### src/rtl/arbitro_memoria_dados.sv
// arbitro_memoria_dados: round-robin arbiter and access sequencer that
// shares one single-port data memory between port 0 (CPU) and port 1 (DMA).
// Ports: clk, rst (sync, active-high);
//   per port N: reqN/weN/addrN/wdataN in, ackN/errN/rdataN out;
//   memory: mem_we/mem_addr/mem_datain out, mem_dataout in.
module arbitro_memoria_dados #(
  parameter int unsigned RAM_SIZE = 150
) (
  input  logic        clk,
  input  logic        rst,
  input  logic        req0,
  input  logic        we0,
  input  logic [31:0] addr0,
  input  logic [31:0] wdata0,
  output logic        ack0,
  output logic        err0,
  output logic [31:0] rdata0,
  input  logic        req1,
  input  logic        we1,
  input  logic [31:0] addr1,
  input  logic [31:0] wdata1,
  output logic        ack1,
  output logic        err1,
  output logic [31:0] rdata1,
  output logic        mem_we,
  output logic [31:0] mem_addr,
  output logic [31:0] mem_datain,
  input  logic [31:0] mem_dataout
);

  localparam logic [1:0] IDLE   = 2'd0;
  localparam logic [1:0] ACCESS = 2'd1;
  localparam logic [1:0] RESP   = 2'd2;

  localparam logic [31:0] LIMIT = 32'(RAM_SIZE);

  logic [1:0]  r_state;
  logic        r_last;
  logic        r_sel;
  logic        r_we;
  logic [31:0] r_addr;
  logic [31:0] r_wdata;
  logic        r_ack0;
  logic        r_ack1;
  logic        r_err0;
  logic        r_err1;
  logic [31:0] r_rdata0;
  logic [31:0] r_rdata1;

  logic        w_any;
  logic        w_win;
  logic        w_inrange;
  logic        w_access;
  logic [31:0] w_rd;

  assign w_any = req0 | req1;

  // On a tie the port that was not served last wins.
  assign w_win = (req0 & req1) ? ~r_last : req1;

  assign w_inrange = (r_addr < LIMIT);
  assign w_access  = (r_state == ACCESS);

  // Writes and out-of-range reads return zero.
  assign w_rd = (r_we | ~w_inrange) ? 32'd0 : mem_dataout;

  // rst gates the strobe so a reset in ACCESS never commits a write.
  assign mem_we     = w_access & r_we & w_inrange & ~rst;
  assign mem_addr   = r_addr;
  assign mem_datain = r_wdata;

  assign ack0   = r_ack0;
  assign ack1   = r_ack1;
  assign err0   = r_err0;
  assign err1   = r_err1;
  assign rdata0 = r_rdata0;
  assign rdata1 = r_rdata1;

  always_ff @(posedge clk) begin
    if (rst) begin
      r_state  <= IDLE;
      r_last   <= 1'b1;
      r_sel    <= 1'b0;
      r_we     <= 1'b0;
      r_addr   <= 32'd0;
      r_wdata  <= 32'd0;
      r_ack0   <= 1'b0;
      r_ack1   <= 1'b0;
      r_err0   <= 1'b0;
      r_err1   <= 1'b0;
      r_rdata0 <= 32'd0;
      r_rdata1 <= 32'd0;
    end else begin
      case (r_state)
        IDLE: begin
          if (w_any) begin
            r_sel   <= w_win;
            r_we    <= w_win ? we1 : we0;
            r_addr  <= w_win ? addr1 : addr0;
            r_wdata <= w_win ? wdata1 : wdata0;
            r_state <= ACCESS;
          end
        end
        ACCESS: begin
          if (r_sel) begin
            r_rdata1 <= w_rd;
            r_ack1   <= 1'b1;
            r_err1   <= ~w_inrange;
          end else begin
            r_rdata0 <= w_rd;
            r_ack0   <= 1'b1;
            r_err0   <= ~w_inrange;
          end
          r_last  <= r_sel;
          r_state <= RESP;
        end
        RESP: begin
          r_ack0  <= 1'b0;
          r_ack1  <= 1'b0;
          r_err0  <= 1'b0;
          r_err1  <= 1'b0;
          r_state <= IDLE;
        end
        default: begin
          r_state <= IDLE;
        end
      endcase
    end
  end

endmodule

### config.mk
export PLATFORM = sky130hd
export DESIGN_NAME = arbitro_memoria_dados
export DESIGN_NICKNAME = d
export VERILOG_FILES = /design/src/rtl/arbitro_memoria_dados.sv
export SDC_FILE = /design/constraint.sdc
export NUM_CORES = 1
export LEC_CHECK = 0
export CAP_MARGIN = 40
export CORE_ASPECT_RATIO = 1.75
export CORE_MARGIN = 4
export CORE_UTILIZATION = 36
export DETAILED_ROUTE_END_ITERATION = 16
export PLACE_DENSITY_LB_ADDON = 0.12
export SLEW_MARGIN = 20
export SYNTH_ARGS = -nofsm -noshare
export SYNTH_HDL_FRONTEND = slang
export SYNTH_SLANG_ARGS = --single-unit
### constraint.sdc
create_clock -name clk -period 1.55 [get_ports clk]
set_input_delay 0.3875 -clock clk [delete_from_list [all_inputs] [get_ports clk]]
set_output_delay 0.3875 -clock clk [all_outputs]
set_load 0.005 [all_outputs]
==> impl_metrics.yaml <==
outcome:
  outcome: "finished, violations left"
  violations: "setup timing"
synth:
  synth_warnings: 0
  ys_top_cells_by_area: "dfxtp_1, mux2i_1, a211oi_1"
  synthFlopType: "dfxtp_1"
  yosysMostFrequentCell: "dfxtp_1"
  synth_fp_nets: 729
  async_flop_share: 0
  synthesis.area_mm2: 0.00583
  netlist_top_cells_count: "dfxtp_1, nor2_1, a211oi_1"
  ys_types: 34
  synth.ff_latch_count: 137
  synth_top_area_frac: 0.470
  postSynthCellCount: 563
  synth-seq-area-share: 0.470
  yosysTopAreaCell: "dfxtp_1"
  synth_area_per_cell_um2: 10.4
  synth_enable_flop_cells: 0
place:
  port_buffers: 298
  hpwl_um: 15700
  place_ws_ps: -725
  place_area_mm2: 0.00957
  gp_congestion: 0.823
  placed_cells: 1068
clock_network:
  clock_latency_ps: 420
  cts_tree: "built"
  numCtsBuffers: 17
  htree_levels: 4
  clock_sinks: 137
  clk_pin_slew_ps: 60
  clockRootBuffer: "clkbuf_16"
  cts_buffer_depth: 2
power_and_ir_drop:
  vdd_drop_max_uv: 613
  power_frac_seq: 0.373
  p_comb_frac: 0.223
  p_int_w: 0.00767
  p_per_area_mw_per_mm2: 960
  leakagePower_nw: 4.52
  finalPower_w: 0.0104
  netSwitchingFraction: 0.266
  pwr-share-clk: 0.405
  p_sw_w: 0.00278
finish:
  num_antenna_cells: 0
  multiInputGateArea_mm2: 0.00341
  final_area_mm2: 0.0109
  drive_above_1_share: 0.245
  fin_util: 0.686
  finalNonFillerCells: 1112
  area_growth_pct: 86.7
  fillers: 1299
  final_nets: 1076
  regArea_mm2: 0.00278
sta:
  period_needed_ps: 2110
  max_freq_mhz: 473
  worst_slew_pin_slew_ps: 621
  setup_viol: 66
  relSlewSlack: 0.586
  slew_viol_final: 0
  grt_setup_unrepaired: "yes"
  finalCritPeriodShare: 1.36
  skew_ps: 10.5
  hold_viol: 0
  fin_ws_ps: -562
worst_setup_path:
  rr_startpoint: "mem_addr[23]"
  startpoint: "mem_addr[23]"
  endpoint: "mem_we"
  critPathKind: "register to output pin"
  path_max_fanout: 3
  endpoint_kind: "output pin"
  startpoint_type: "register"
  crit_required_ps: 1160
  cp_slowest_stage_delay_ps: 350
  cp.arrival_ps: 1720
  slowest_stage: "dfxtp_2"
  critical_path.cell_chain: "nor4_4 -> nand4_1 -> nor3_2 -> and3_1 -> buf_2"
  rr_endpoint: "rdata0[4]"
  crit_family: "simple AND/OR/NAND/NOR gates"
  cp.depth: 5
  ff2ff_path_depth: 7
  critPathBufInv: 1
  r2r_slack_ps: -390
route:
  first_pass_iters: 6
  routedWlPerCell_um: 19.9
  drc: 0
  post_drt_via_cell_ratio: 5.41
  num_vias: 6016
  finalWirelength_um: 22100
  drtAntennaViolNets: 0
  drtIter0Drc: 171
hold_path:
  hold_path.class: "input pin to register"
  whs_path_depth: 3
floorplanning:
  coreArea_mm2: 0.0159
  die_y_um: 176
  die_w_um: 104
  rows: 61
  ios: 299
  initial_utilization: 0.367
  fp.dieArea_mm2: 0.0184
job:
  maxCapViolCount: 0
grt:
  grt_pass1_wl_um: 32300
  overflow: 0
  antenna_found_initial: 0
  grt_max_degree: 67
  grt_use_total: 0.223
  grt_pass1_vias: 6166
[worst min-delay path, stage by stage]
cell and delay [ps]:
buf_4 110, nor3b_1 50, buf_4 130
[cells by family after synthesis]
kind of cell | synth area share
AO/OA/AOI/OAI | 0.202
buffers and inverters | 0.0513
flip-flops | 0.470
multiplexers | 0.112
AND/OR/NAND/NOR | 0.165
[registers in the layout, summed over array words and instances, names as in the netlist]
| name | flops |
|---|---|
| mem_datain | 32 |
| err0 | 1 |
| r_last | 1 |
| rdata0 | 32 |
| mem_addr | 32 |
| ack0 | 1 |
| ack1 | 1 |
| r_we | 1 |
| rdata1 | 32 |
| r_state | 2 |
| r_sel | 1 |
| err1 | 1 |
[stage by stage]
stage | hold slack, ps | setup TNS [ps]
3_5_place_dp | 453 | -49640
2_1_floorplan | 440 | -1540
3_3_place_gp | 448 | -45730
5_1_grt | 295 | -24440
4_1_cts | 295 | -20830
6_report | 314 | -19990
[power by group through the flow]
stage | sequential, W | combinational [W] | clock, W
floorplan | 0.00396 | 0.000784 | 0
global placement | 0.00393 | 0.00218 | 0
detailed placement | 0.00394 | 0.00221 | 0
CTS | 0.00389 | 0.00214 | 0.00428
global route | 0.00392 | 0.00249 | 0.00445
finish | 0.00390 | 0.00233 | 0.00423
[metal layers]
metal | up-vias | share of wire | routed length, um | global-route usage
met1 | 2879 | 0.33 | 7220 | 0.199
li1 | 2869 | - | - | -
met3 | 37 | 0.064 | 1410 | 0.0662
met5 | - | 0 | 0 | 0
met2 | 231 | 0.58 | 12900 | 0.456
met4 | 0 | 0.028 | 613 | 0.0865
[cell type report]
cell class / instances / area share
well taps: 189 / 0.0217
inverters: 3 / 0.00103
flip-flops and latches: 137 / 0.255
clock buffers: 20 / 0.0420
repair buffers: 388 / 0.352
clock inverters: 12 / 0.0151
multi-input cells: 363 / 0.314
[how the worst min path moves through the flow]
| stage | endpoint | slack, ps | from |
|---|---|---|---|
| 2_1_floorplan | r_last | 440 | r_last |
| 3_3_place_gp | ack0 | 450 | ack0 |
| 3_5_place_dp | rdata1[19] | 450 | rdata1[19] |
| 4_1_cts | r_state[1] | 300 | rst |
| 5_1_grt | r_state[1] | 290 | rst |
| 6_report | r_state[1] | 310 | rst |
[timing repair]
item                       4_1_cts  5_1_grt
setup buffers                    1        3
cloned                           3        6
resized for setup              193       96
hold buffers                     0        0
setup endpoints to repair      205      112
pin swaps                        9       35
[cell usage in the layout, fill, tap and decap left out, types with 2 or more instances in the layout]
master,instances
clkinvlp_4,4
or4b_1,24
buf_4,66
dfxtp_2,23
inv_1,2
a21oi_1,2
dlygate4sd2_1,109
o21a_4,3
nor2_1,67
a211oi_2,11
nor4_4,4
o21ai_0,3
clkdlybuf4s15_1,15
mux2i_1,61
a32o_1,32
nor4_2,2
clkbuf_2,7
bufinv_16,3
nand2_1,6
buf_12,17
nand3b_1,33
nand3_1,2
inv_6,4
clkbuf_16,23
clkdlybuf4s50_1,162
dfxtp_1,113
or4b_4,8
mux2i_2,3
a211oi_1,55
dlymetal6s2s_1,2
o31ai_4,30
clkbuf_8,2
a21boi_4,2
(Power assumes the default switching activity.)
